### src/rtl/dmem_ctrl.sv
// dmem_ctrl: data-memory access controller between the execute stage and a
// single-port, word-wide synchronous RAM without byte enables.
//   - Loads read one word and hand the raw word, the address mode and the
//     byte select to the load-extension stage.
//   - Byte/half stores are read-modify-write; word stores are a single write.
//   - One request in flight at a time, ready/valid handshake upstream.
// Ports:
//   clk, rst_n                      clock, asynchronous active-low reset
//   req_valid/req_ready             upstream handshake (ready only in IDLE)
//   req_we, req_addrmode            store flag, funct3 access mode
//   req_addr, req_wdata             byte address, right-aligned store data
//   resp_valid, resp_err            completion pulse, misaligned flag
//   resp_ramout                     raw RAM word for loads, 0 otherwise
//   resp_addrmode, resp_selectbytes latched mode and addr[1:0]
//   ram_addr, ram_we, ram_wdata     RAM word address, write strobe, write word
//   ram_rdata                       RAM read word, one cycle after ram_addr
module dmem_ctrl #(
  parameter int A_WIDTH = 32,
  parameter int D_WIDTH = 32
) (
  input  logic               clk,
  input  logic               rst_n,
  input  logic               req_valid,
  output logic               req_ready,
  input  logic               req_we,
  input  logic [2:0]         req_addrmode,
  input  logic [A_WIDTH-1:0] req_addr,
  input  logic [D_WIDTH-1:0] req_wdata,
  output logic               resp_valid,
  output logic               resp_err,
  output logic [D_WIDTH-1:0] resp_ramout,
  output logic [2:0]         resp_addrmode,
  output logic [1:0]         resp_selectbytes,
  output logic [A_WIDTH-3:0] ram_addr,
  output logic               ram_we,
  output logic [D_WIDTH-1:0] ram_wdata,
  input  logic [D_WIDTH-1:0] ram_rdata
);

  typedef enum logic [2:0] {
    S_IDLE,
    S_LD_RD,
    S_LD_DATA,
    S_ST_W,
    S_RMW_RD,
    S_RMW_WR,
    S_ERR
  } state_e;

  state_e             state_q;
  logic [A_WIDTH-1:0] addr_q;
  logic [2:0]         mode_q;
  logic [D_WIDTH-1:0] wdata_q;

  logic               misaligned_d;
  logic               sub_word_d;
  logic [D_WIDTH-1:0] merge_d;

  // Half accesses may not cross the word; word accesses must be word aligned.
  always_comb begin
    misaligned_d = 1'b0;
    if (req_addrmode[1:0] == 2'b01 && req_addr[1:0] == 2'b11) misaligned_d = 1'b1;
    if (req_addrmode == 3'b010 && req_addr[1:0] != 2'b00)     misaligned_d = 1'b1;
  end

  // Only sb/sh need the read-modify-write path; every other store mode writes
  // the whole word.
  assign sub_word_d = (req_addrmode == 3'b000) || (req_addrmode == 3'b001);

  // NOTE: every variable gets a default before the conditional overrides, so
  // no path leaves a value unassigned and no latch is inferred.
  always_comb begin
    merge_d = ram_rdata;
    if (mode_q[0]) begin
      if (addr_q[1]) merge_d[31:16] = wdata_q[15:0];
      else           merge_d[15:0]  = wdata_q[15:0];
    end else begin
      merge_d[{addr_q[1:0], 3'b000} +: 8] = wdata_q[7:0];
    end
  end

  // NOTE: state is updated with non-blocking assignments so every register
  // samples the pre-edge values; the asynchronous reset also returns the state
  // to IDLE at once, which drops ram_we mid-operation without waiting for clk.
  always_ff @(posedge clk or negedge rst_n) begin
    if (!rst_n) begin
      state_q <= S_IDLE;
      addr_q  <= '0;
      mode_q  <= '0;
      wdata_q <= '0;
    end else begin
      case (state_q)
        S_IDLE: begin
          if (req_valid) begin
            addr_q  <= req_addr;
            mode_q  <= req_addrmode;
            wdata_q <= req_wdata;
            if (misaligned_d)    state_q <= S_ERR;
            else if (!req_we)    state_q <= S_LD_RD;
            else if (sub_word_d) state_q <= S_RMW_RD;
            else                 state_q <= S_ST_W;
          end
        end
        S_LD_RD:  state_q <= S_LD_DATA;
        S_RMW_RD: state_q <= S_RMW_WR;
        S_LD_DATA, S_ST_W, S_RMW_WR, S_ERR: state_q <= S_IDLE;
        default:  state_q <= S_IDLE;
      endcase
    end
  end

  // All outputs are pure decodes of the registered state and latched fields.
  always_comb begin
    req_ready   = (state_q == S_IDLE);
    resp_valid  = (state_q == S_ERR) || (state_q == S_LD_DATA) ||
                  (state_q == S_ST_W) || (state_q == S_RMW_WR);
    resp_err    = (state_q == S_ERR);
    resp_ramout = (state_q == S_LD_DATA) ? ram_rdata : '0;
    ram_we      = (state_q == S_ST_W) || (state_q == S_RMW_WR);
    ram_wdata   = '0;
    if (state_q == S_ST_W)   ram_wdata = wdata_q;
    if (state_q == S_RMW_WR) ram_wdata = merge_d;
  end

  assign ram_addr         = addr_q[A_WIDTH-1:2];
  assign resp_addrmode    = mode_q;
  assign resp_selectbytes = addr_q[1:0];

endmodule
### config.mk
export PLATFORM = sky130hd
export DESIGN_NAME = dmem_ctrl
export DESIGN_NICKNAME = d
export VERILOG_FILES = /design/src/rtl/dmem_ctrl.sv
export SDC_FILE = /design/constraint.sdc
export NUM_CORES = 1
export LEC_CHECK = 0
export CORE_MARGIN = 10
export CORE_UTILIZATION = 35
export CTS_BUF_LIST = sky130_fd_sc_hd__clkbuf_4 sky130_fd_sc_hd__clkbuf_8
export DETAILED_ROUTE_END_ITERATION = 10
export GPL_TIMING_DRIVEN = 0
export MAX_ROUTING_LAYER = met4
export PLACE_DENSITY = 0.71
export SLEW_MARGIN = 20
export SYNTH_ARGS = -nofsm -noshare
export SYNTH_HDL_FRONTEND = slang
export SYNTH_SLANG_ARGS = --single-unit
### constraint.sdc
create_clock -name clk -period 2.91 [get_ports clk]
set_input_delay 0.582 -clock clk [delete_from_list [all_inputs] [get_ports clk]]
set_output_delay 0.582 -clock clk [all_outputs]
set_load 0.03 [all_outputs]
==> results_dict.tcl, run 1 <==
set metrics [dict create \
    syn_area_um2 4188 \
    r2r_start "state_q[1]" \
    fin_cells 737 \
    ir_drop_v 0.0007170 \
    critPathTopFamily "buffers and inverters" \
    grt_pass1_vias 4323 \
    slowest_delay_ns 0.67 \
    core_um2 11560 \
    drc 0 \
    synth-edff-count 0 \
    grt_pass1_wl_mm 25.21 \
    pwr-share-clk_pct 10.7 \
    r2r-end "wdata_q[18]" \
    p_sw_mw 3.300 \
    nets 697 \
    clkTransAtPathRegs_ns 0.08 \
    yosys_register_bits 70 \
    synth-seq-area-share_pct 41.83 \
    cp.depth 6 \
    hold_buffers 0 \
    hold_path.class "input pin to asynchronous set/reset pin" \
    crit_chain "buf_4 > nor3b_4 > buf_4 > clkbuf_4 > and2_1 > clkdlybuf4s50_1" \
    h-tree-depth 3 \
    cpMostUsedCell "buf_4" \
    finalSetupViolations 0 \
    final_cell_mix "clkdlybuf4s50_1, dfrtp_1, mux2_2" \
    routed_wl_mm 16.97 \
    min_period_ns 2.842 \
    pwr-share-comb_pct 63.0 \
    syn2layout_area_growth_pct 61.64 \
    antenna_found_initial 1 \
    vias_per_cell 5.415 \
    synth_ff_type "dfrtp_1" \
    status "complete, no violations" \
    clk-insertion-delay-late_ns 0.36 \
    utilization_pct 58.53 \
    synth_cell_types 36 \
    cp-startpoint "state_q[2]" \
    yosys_warnings 0 \
    endpoint_kind "output pin" \
    cts-root-buf "clkbuf_8" \
    final_common_cell "clkdlybuf4s50_1" \
    cap_viol_max_count 0 \
    reg2reg_slack_ns 1.13 \
    hold_viol_final 0 \
    arrival_ns 2.26 \
    pre_cts_slack_ns -0.7893 \
    worst_path_max_delay_cell "clkdlybuf4s50_1" \
    timing.fmax_ghz 0.3519 \
    final.setup.tns_ns 0 \
    wl_per_cell_um 23.02 \
    hpwl_mm 13.53 \
    crit_type "register to output pin" \
    finalClockSkew_ns 0.004828 \
    crit_fanout 10 \
    fin_ws_ns 0.06812 \
    dieHeight_um 129.4 \
    multi_input_area_um2 2288 \
    start_kind "register" \
    rsz0062_at_grt "no" \
    cts_made_buffers 9 \
    vias 3991 \
    grt-ovfl-total 0 \
    synthTopCellsByArea "dfrtp_1, mux2_2, a22o_1" \
    synth_top_area_cell "dfrtp_1" \
    synth_top_area_share_pct 41.83 \
    crit_path_end "resp_ramout[6]" \
    netlist_instances 359 \
    p_seq_share_pct 26.3 \
    die_area_um2 16740 \
    cp.required_ns 2.33 \
    cts_tree "done" \
    postRouteAntennaNets 0 \
    relSlewSlack_pct 67.28 \
    fillers 989 \
    worst_pin_slew_ns 0.4908 \
    grt_max_degree 48 \
    layout_worst_path_cycle_share_pct 97.66 \
    dieWidth_um 129.4 \
    switching_share_pct 44.96 \
    syn_nets 467 \
    r2r_cells 7 \
    grt.total_usage_pct 20.55 \
    gp_congestion 0.8121 \
    first_pass_iters 4 \
    num_rows 39 \
    initial_core_util_pct 36.21 \
    port_buffers 205 \
    cts.sinks 70 \
    maxSlewViolCount 0 \
    drive_above_1_share_pct 30.52 \
    dp.cells 708 \
    leakage_nw 3.086 \
    seq_area_um2 1755 \
    avgSynthCellArea_um2 11.67 \
    async_flop_share_pct 100.0 \
    fin_hold_ws_ns 0.1318 \
    worst-path-buf-inv 4 \
    intPower_mw 4.041 \
    io_pins 206 \
    initialDrtViolationCount 224 \
    cts_buffer_depth 2 \
    power_density_nw_per_um2 1085 \
]
==> area by class of cell <==
cell class / count / area share (%)
Antenna cell: 1 / 0.03697
Buffer: 28 / 3.327
Clock buffer: 9 / 1.830
Clock inverter: 6 / 0.9427
Inverter: 5 / 0.3142
Multi-Input combinational cell: 255 / 33.81
Sequential cell: 70 / 25.93
Tap cell: 143 / 2.643
Timing Repair Buffer: 220 / 31.16
==> per-stage QoR <==
step | power, mW | instance area, um^2
finish | 7.341 | 6769
global route | 7.763 | 6769
CTS | 7.367 | 6716
detailed placement | 6.416 | 6471
global placement | 6.321 | 6446
floorplan | 4.652 | 4215
==> synthesized netlist by cell type, types with 2 or more instances <==
library cell,n
and2_1,33
nor3b_1,2
nand2_1,10
nor2_1,3
mux2_4,6
nor2_4,2
buf_4,2
inv_1,5
nor2b_1,3
clkbuf_1,10
a22o_1,32
buf_6,7
buf_2,8
a21oi_1,28
ha_1,5
dfrtp_1,70
mux2_2,59
mux2i_1,24
o21ai_0,9
buf_12,2
nand2b_1,2
a221o_1,22
and3b_1,2
==> worst register-to-register path, stage by stage (launching register included) <==
cell	delay (ns)
dfrtp_1	0.38
buf_6	0.13
nor3_2	0.24
and2_4	0.18
buf_6	0.14
buf_12	0.15
buf_12	0.14
mux2_4	0.30
==> state kept, by name, indices dropped and copies added (netlist names) <==
register       flops
wdata_q           32
state_q            3
addr_q            32
resp_addrmode      3
==> cell families after synthesis <==
group                    count (synthesis)  share of synthesized area, %
flip-flops                              70                         41.83
multiplexers                            89                         23.75
AND/OR/NAND/NOR                         66                         10.16
AO/OA/AOI/OAI                           93                         16.85
XOR/XNOR                                 2                        0.4184
buffers and inverters                   34                         5.498
adder cells (fa/ha/maj)                  5                         1.494
==> power groups by stage <==
stage	Clock [mW]	Combinational, mW	Sequential [mW]
2_1_floorplan	0	2.37	2.28
3_3_place_gp	0	4.40	1.92
3_5_place_dp	0	4.46	1.95
4_1_cts	0.801	4.64	1.93
5_1_grt	0.850	4.91	2.00
6_report	0.787	4.62	1.93
==> repair_timing <==
item,4_1_cts,5_1_grt
gates cloned,0,0
gates resized for setup,213,22
buffers inserted,11,3
pin swaps,3,10
setup endpoints to repair,64,44
==> routing by layer <==
metal / global-route usage [%] / wire length (um)
met1: 21.79 / 6362
met2: 32.16 / 7896
met3: 10.69 / 2333
met4: 7.625 / 373
met5: - / 0
==> how the worst min path moves through the flow <==
stage,start,endpoint,depth (start not counted)
2_1_floorplan,rst_n,addr_q[0],0
3_3_place_gp,addr_q[17],addr_q[17],1
3_5_place_dp,addr_q[22],addr_q[22],1
4_1_cts,rst_n,addr_q[31],1
5_1_grt,rst_n,addr_q[5],1
6_report,rst_n,wdata_q[31],1
No activity file was read; power rests on OpenSTA's default activity.
==> run 2: changes to the inputs <==
- ABC_AREA: default -> 0
==> results of run 2 <==
No change in the layout: final DEF, timing and power equal those of run 1.
